`config.mk`:
```
export PLATFORM = sky130hd
export DESIGN_NAME = digit_entry_register
export DESIGN_NICKNAME = d
export VERILOG_FILES = /design/src/rtl/microwave_pkg.sv /design/src/rtl/rise_edge_detect.sv /design/src/rtl/digit_entry_register.sv
export SDC_FILE = /design/constraint.sdc
export NUM_CORES = 1
export LEC_CHECK = 0
export ABC_CLOCK_PERIOD_IN_PS = 2300
export BUFFER_PORTS_ARGS = -buffer_cell sky130_fd_sc_hd__buf_2
export CAP_MARGIN = 5
export CORE_ASPECT_RATIO = 0.7
export CORE_MARGIN = 2
export CORE_UTILIZATION = 40
export DETAILED_ROUTE_END_ITERATION = 12
export GPL_TIMING_DRIVEN = 0
export HOLD_SLACK_MARGIN = 0.02
export MAX_ROUTING_LAYER = met4
export PLACE_DENSITY = 0.65
export SYNTH_ARGS = -nofsm -noshare
export SYNTH_HDL_FRONTEND = slang
export SYNTH_HIERARCHICAL = 1
export SYNTH_SLANG_ARGS = --single-unit
```
`constraint.sdc`:
```
create_clock -name clk -period 2.3 [get_ports clk]
set_clock_uncertainty 0.1 [all_clocks]
set_input_delay 0.345 -clock clk [delete_from_list [all_inputs] [get_ports clk]]
set_output_delay 0.345 -clock clk [all_outputs]
set_load 0.005 [all_outputs]
```
`src/rtl/microwave_pkg.sv`:
```
// rtl/microwave_pkg.sv - shared constants and state encoding for the keypad time entry
package microwave_pkg;

  localparam int DEF_NUM_DIGITS   = 4;
  localparam int DEF_MAX_SEC_TENS = 5;
  localparam int BCD_W            = 4;

  typedef enum logic [1:0] {
    ST_IDLE  = 2'd0,
    ST_ENTRY = 2'd1,
    ST_LOAD  = 2'd2
  } entry_state_t;

endpackage

```
`src/rtl/rise_edge_detect.sv`:
```
// rtl/rise_edge_detect.sv - rising-edge pulse for a level key input
module rise_edge_detect (
  input  logic clk,
  input  logic resetn,
  input  logic i_sig,
  output logic o_rise
);

  logic r_prev;

  // Previous value resets high so a key held through reset is not seen as a press.
  always_ff @(posedge clk) begin
    if (!resetn) r_prev <= 1'b1;
    else         r_prev <= i_sig;
  end

  assign o_rise = i_sig & ~r_prev;

endmodule

```
`src/rtl/digit_entry_register.sv`:
```
// rtl/digit_entry_register.sv - MM:SS digit entry with start validation and timer load handshake
module digit_entry_register
  import microwave_pkg::*;
#(
  parameter int NUM_DIGITS   = DEF_NUM_DIGITS,
  parameter int MAX_SEC_TENS = DEF_MAX_SEC_TENS
) (
  input  logic                          clk,
  input  logic                          resetn,
  input  logic [BCD_W-1:0]              bcd_in,
  input  logic                          key_valid,
  input  logic                          clear,
  input  logic                          start,
  input  logic                          load_ready,
  output logic [BCD_W*NUM_DIGITS-1:0]   digits,
  output logic [2:0]                    digit_count,
  output logic                          load_valid,
  output logic                          entry_err
);

  localparam int DW = BCD_W * NUM_DIGITS;

  entry_state_t    r_state, w_next_state;
  logic [DW-1:0]   r_digits, w_next_digits;
  logic [2:0]      r_count, w_next_count;
  logic            r_load_valid, w_next_load_valid;
  logic            r_entry_err, w_next_entry_err;

  logic            w_key_rise, w_clear_rise, w_start_rise;
  logic            w_key_accept;
  logic [BCD_W-1:0] w_sec_tens;

  rise_edge_detect u_key_edge (
    .clk    (clk),
    .resetn (resetn),
    .i_sig  (key_valid),
    .o_rise (w_key_rise)
  );

  rise_edge_detect u_clear_edge (
    .clk    (clk),
    .resetn (resetn),
    .i_sig  (clear),
    .o_rise (w_clear_rise)
  );

  rise_edge_detect u_start_edge (
    .clk    (clk),
    .resetn (resetn),
    .i_sig  (start),
    .o_rise (w_start_rise)
  );

  assign w_key_accept = w_key_rise && (r_count < 3'(NUM_DIGITS)) && (bcd_in <= 4'd9);
  assign w_sec_tens   = r_digits[2*BCD_W-1:BCD_W];

  always_ff @(posedge clk) begin
    if (!resetn) begin
      r_state      <= ST_IDLE;
      r_digits     <= '0;
      r_count      <= '0;
      r_load_valid <= 1'b0;
      r_entry_err  <= 1'b0;
    end else begin
      r_state      <= w_next_state;
      r_digits     <= w_next_digits;
      r_count      <= w_next_count;
      r_load_valid <= w_next_load_valid;
      r_entry_err  <= w_next_entry_err;
    end
  end

  // Priority: clear, then start, then digit key.
  always_comb begin
    w_next_state      = r_state;
    w_next_digits     = r_digits;
    w_next_count      = r_count;
    w_next_load_valid = r_load_valid;
    w_next_entry_err  = 1'b0;

    if (w_clear_rise) begin
      w_next_state      = ST_IDLE;
      w_next_digits     = '0;
      w_next_count      = '0;
      w_next_load_valid = 1'b0;
    end else begin
      case (r_state)
        ST_IDLE: begin
          if (w_key_accept) begin
            w_next_digits = {r_digits[DW-BCD_W-1:0], bcd_in};
            w_next_count  = r_count + 3'd1;
            w_next_state  = ST_ENTRY;
          end
        end
        ST_ENTRY: begin
          if (w_start_rise) begin
            if (w_sec_tens <= 4'(MAX_SEC_TENS)) begin
              w_next_state      = ST_LOAD;
              w_next_load_valid = 1'b1;
            end else begin
              w_next_entry_err  = 1'b1;
            end
          end else if (w_key_accept) begin
            w_next_digits = {r_digits[DW-BCD_W-1:0], bcd_in};
            w_next_count  = r_count + 3'd1;
          end
        end
        ST_LOAD: begin
          if (r_load_valid && load_ready) begin
            w_next_state      = ST_IDLE;
            w_next_digits     = '0;
            w_next_count      = '0;
            w_next_load_valid = 1'b0;
          end
        end
        default: begin
          w_next_state      = ST_IDLE;
          w_next_digits     = '0;
          w_next_count      = '0;
          w_next_load_valid = 1'b0;
        end
      endcase
    end
  end

  assign digits      = r_digits;
  assign digit_count = r_count;
  assign load_valid  = r_load_valid;
  assign entry_err   = r_entry_err;

endmodule

```
== Yosys cells after proc, flatten, opt, wreduce, memory -nomap -nowiden ==
Cells that the tools add are included.
Storage, ports and cells
  register bits after elaboration: 26
Cells by class
  $add $sub $neg: 1
  $lt $le $gt $ge: 3
  equal/unequal tests: 7
  muxes and demuxes: 18
  bitwise gates (word level): 10
  reduce and logical (&&, ||, !) cells: 9
Operators by type and width (count)
  16-bit 2-to-1 mux: 3
  16-bit one-hot mux with 3 select lines: 1
  3-bit 2-to-1 mux: 3
  3-bit one-hot mux with 3 select lines: 1
  2-bit 2-to-1 mux: 4
  2-bit != test, second input constant: 4
  4-bit AND reduction: 2
  1-bit inverter: 7
  2-bit one-hot mux with 3 select lines: 1
  4-bit by 3-bit less-or-equal comparator with 1-bit output, second input constant: 1
  4-bit less-or-equal comparator, second input constant: 1
  1-bit 2-to-1 mux: 4
  4-bit OR reduction: 1
  3-bit by 1-bit adder with 3-bit output, second input constant: 1
  1-bit bitwise AND: 3
  1-bit logical AND: 3
  3-bit less-than comparator, second input constant: 1
  1-bit one-hot mux with 3 select lines: 1
  2-bit by 1-bit equality test with 1-bit output, second input constant: 1
  2-bit equality test, second input constant: 1
  2-bit zero test: 1
  2-bit by 1-bit != test with 1-bit output, second input constant: 1
  2-bit AND reduction: 1
  2-bit OR reduction: 1

== Longest topological paths before layout ==
  depth in word-level cells: 7
  depth in mapped cells: 6
  gate-level depth less buffers: 5

== Cells and area by module ==
The synthesis kept the hierarchy.
By module, submodules not included
  digit_entry_register: instances 1, cells an instance 69, area each 850.8 um^2, sequential area each 460.4 um^2
  rise_edge_detect: instances 3, cells an instance 3, area each 40.0 um^2, sequential area each 20.0 um^2

== Worst setup path after synthesis ==
OpenSTA, ideal clock, no wires.
  path type: input to register
  start: input clear
  end: register r_digits[12], in the netlist digits[12]
  data arrival time: 1.506 ns
  path slack: 0.637 ns
  cell stages on the path: 6
  buffers on the path: 1
  cell sequence: nor2b_4 -> nand2b_4 -> or2_1 -> o32ai_2 -> buf_4 -> a22o_2
On the way
  cells in the longest elaborated chain, start to end: 2
RTL lines
  from (decl): RTL line digit_entry_register.sv:12  | input logic clear,
  1-bit bitwise AND: RTL line rise_edge_detect.sv:17  | assign o_rise = i_sig & ~r_prev;
  2-bit OR reduction (no line)
  to (signal assigned): RTL line digit_entry_register.sv:66  | r_digits <= w_next_digits;
  to (decl): RTL line digit_entry_register.sv:24  | logic [DW-1:0] r_digits, w_next_digits;
No other way between the ends.
A chain may end at the register's enable or synchronous reset.

== Worst setup path after layout ==
  start: register u_clear_edge.r_prev
  end: register r_digits[11], in the netlist digits[11]
On the way
  cells in the longest elaborated chain, start to end: 3
RTL lines
  from (decl): RTL line rise_edge_detect.sv:9  | logic r_prev;
  from (signal assigned): RTL line rise_edge_detect.sv:14  | else r_prev <= i_sig;
  1-bit inverter: RTL line rise_edge_detect.sv:17
  1-bit bitwise AND: RTL line rise_edge_detect.sv:17
  via w_clear_rise: RTL line digit_entry_register.sv:29  | logic w_key_rise, w_clear_rise, w_start_rise;
  2-bit OR reduction (no line)
The timed path passes the listed nets, and every way through them passes these cells.

==> results.md <==
* Clock Pin Slew Worst Setup and Hold Paths at 0.14 ns
* CP Launch Type: flip-flop
* Post-cts repair resize count at 0
* # DRC at 0
* DR iter-0 viols at 34
* Vias at 698
* Cell with the most instances after synthesis: dfxtp_1
* Worst Path Arrival at 2.01 ns
* VDD IR max at 0.386 mV
* Yosys warns at 6
* Routed wire length at 1.76 mm
* Fillers at 217
* Floorplan die height at 45.2 um
* IO Port Bufs at 30
* Commonest cells in the netlist: dfxtp_1, a22o_2, a22o_1
* CTS Buf Count at 3
* Diode count at 0
* Post-Syn Area per Cell at 12.4 sq um
* First-pass GRT wire length at 2.84 mm
* Fin nets at 124
* Final Max Slew Viols at 0
* Synthesized instance count at 78
* CP Capture Type: flip-flop
* Initial antenna violation count at 0
* Fin Setup TNS at 0 ns
* Detailed-router iteration count before antenna repair at 4
* Slew HR at 0.567
* Global route total overflow at 0
* # IOs at 31
* Pwr Density at 617 mW/mm^2
* Worst-Skew Late Latency at 0.32 ns
* Starting Density at 0.436
* Total chip power at 0.000739 W
* Sink Count at 26
* Post-route cell area at 0.00120 sq mm
* Sequential share of the synthesized area at 0.536
* Crit path kind: reg -> reg
* Slew @ Worst Pin at 0.650 ns
* Period utilization at 0.801
* Via density at 4.85
* Setup bufs post-CTS at 0
* Synth area leaders: dfxtp_1, a22o_2, a22o_1
* CP Data Required Time at 2.47 ns
* Share of layout cells above drive strength 1 at 0.518
* Final setup viols at 0
* Chip Width at 62.9 um
* Post-synthesis register bit count at 26
* Highest clock rate at 0.543 GHz
* Vias in the first global route at 621
* Max-capacitance violation count at 0
* Die footprint at 0.00284 sq mm
* Fraction of registers with async set/reset at 0
* GRT Overall Usage at 0.137
* Post-DP Area at 0.00116 sq mm
* Hold violation total from the final report at 0
* Min Tclk post-route at 1.84 ns
* Standard-cell row count at 14
* Crit-path max FO at 10
* Hold buffer count at CTS at 0
* RSZ-0062 raised after global routing: no
* Synth Cell Area at 971 sq um
* CTS tree: yes
* Top_reg_cell synth: dfxtp_1
* Status: complete, no violations
* GPL Wtd Cong at 0.730
* CTS Buffer Depth at 2
* Post-synth cell types at 24
* Drt wl/cell at 12.2 um
* Detailed placement HPWL at 1.33 mm
* Yosys top cell by area: dfxtp_1
* Root buffer selected by CTS: clkbuf_4
* CTS H-tree lvls at 1
* Leakage Power at 0.554 nW
* Post-synth EDFFs at 0
* Pin count of the biggest net entering global routing at 15
* P&R area growth vs syn at 23.3%
* Core Region at 0.00222 sq mm
* Syn nets at 89
* Remaining antenna violation count at 0
* Hold Path Class: in -> reg
* Synth top area share at 0.536
==> registers in the layout, summed over array words and instances (netlist names) <==
register,cells
digits,16
digit_count,3
u_start_edge/r_prev,1
u_key_edge/r_prev,1
load_valid,1
u_clear_edge/r_prev,1
r_state,2
entry_err,1
==> per-layer routing <==
metal  global-route usage  wire length, um  vias up  part of all wire
met3               0.0474              100        2             0.057
met5                    -                0        -                 0
met1                0.191              879      318              0.50
met4               0.0533               17        0            0.0096
met2                0.181              765       18              0.43
li1                     -                -      360                 -
==> path summary, 6_finish.rpt <==
kind / slack [ns] / end / from / depth (start not counted)
max: 0.46 / digits[11] / u_clear_edge/r_prev / 6
min: 0.12 / u_clear_edge/r_prev / clear / 2
max reg2reg: 0.46 / digits[11] / u_clear_edge/r_prev / 6
min reg2reg: 0.39 / digits[14] / digits[14] / 1
==> logic make-up after synthesis <==
kind of cell | after synthesis | share of synthesized area
adder cells (fa/ha/maj) | 1 | 0.0129
buffers and inverters | 3 | 0.0245
multiplexers | 1 | 0.0116
AND/OR/NAND/NOR | 21 | 0.177
flip-flops | 26 | 0.536
AO/OA/AOI/OAI | 26 | 0.238
==> layout make-up <==
class / instances / area, sq um / area share
clock buffers: 4 / 36.3 / 0.0303
flip-flops and latches: 26 / 520 / 0.435
well taps: 32 / 40.0 / 0.0334
plain buffers: 3 / 23.8 / 0.0199
multi-input cells: 49 / 427 / 0.356
repair buffers: 30 / 150 / 0.125
==> power by group <==
group           total, W  leakage, nW  internal (W)  switching [W]
Sequential      0.000461        0.211      0.000457     0.00000456
Clock           0.000226       0.0210     0.0000968       0.000130
Combinational  0.0000511        0.323     0.0000245      0.0000265
==> metrics by stage <==
step                      worst slack [ns]  utilization  instances  hold slack (ns)
final                                0.458        0.538        144            0.116
after CTS                            0.450        0.538        144            0.110
after detailed placement             0.303        0.522        140            0.370
after floorplan                      0.637            -         78            0.318
after global placement               0.327        0.522        140            0.359
after global routing                 0.390        0.538        144            0.116
==> cell usage in the layout (no fill, tap or decap), types with 3 or more instances in the layout <==
cell      instances
nor2_1            3
nand2b_1          3
nand2_1           3
clkbuf_4          3
buf_2            30
dfxtp_1          26
a22o_1            6
nor2b_4           3
a22o_2           12
==> worst max-delay path, cell delays in order (launching register included) <==
cell and delay, ns:
dfxtp_1 0.38, nor2b_4 0.04, nand2b_4 0.16, or2_1 0.27, o32ai_2 0.39, buf_4 0.29
a22o_2 0.15
Note: power is estimated with default switching activity, not from simulation.
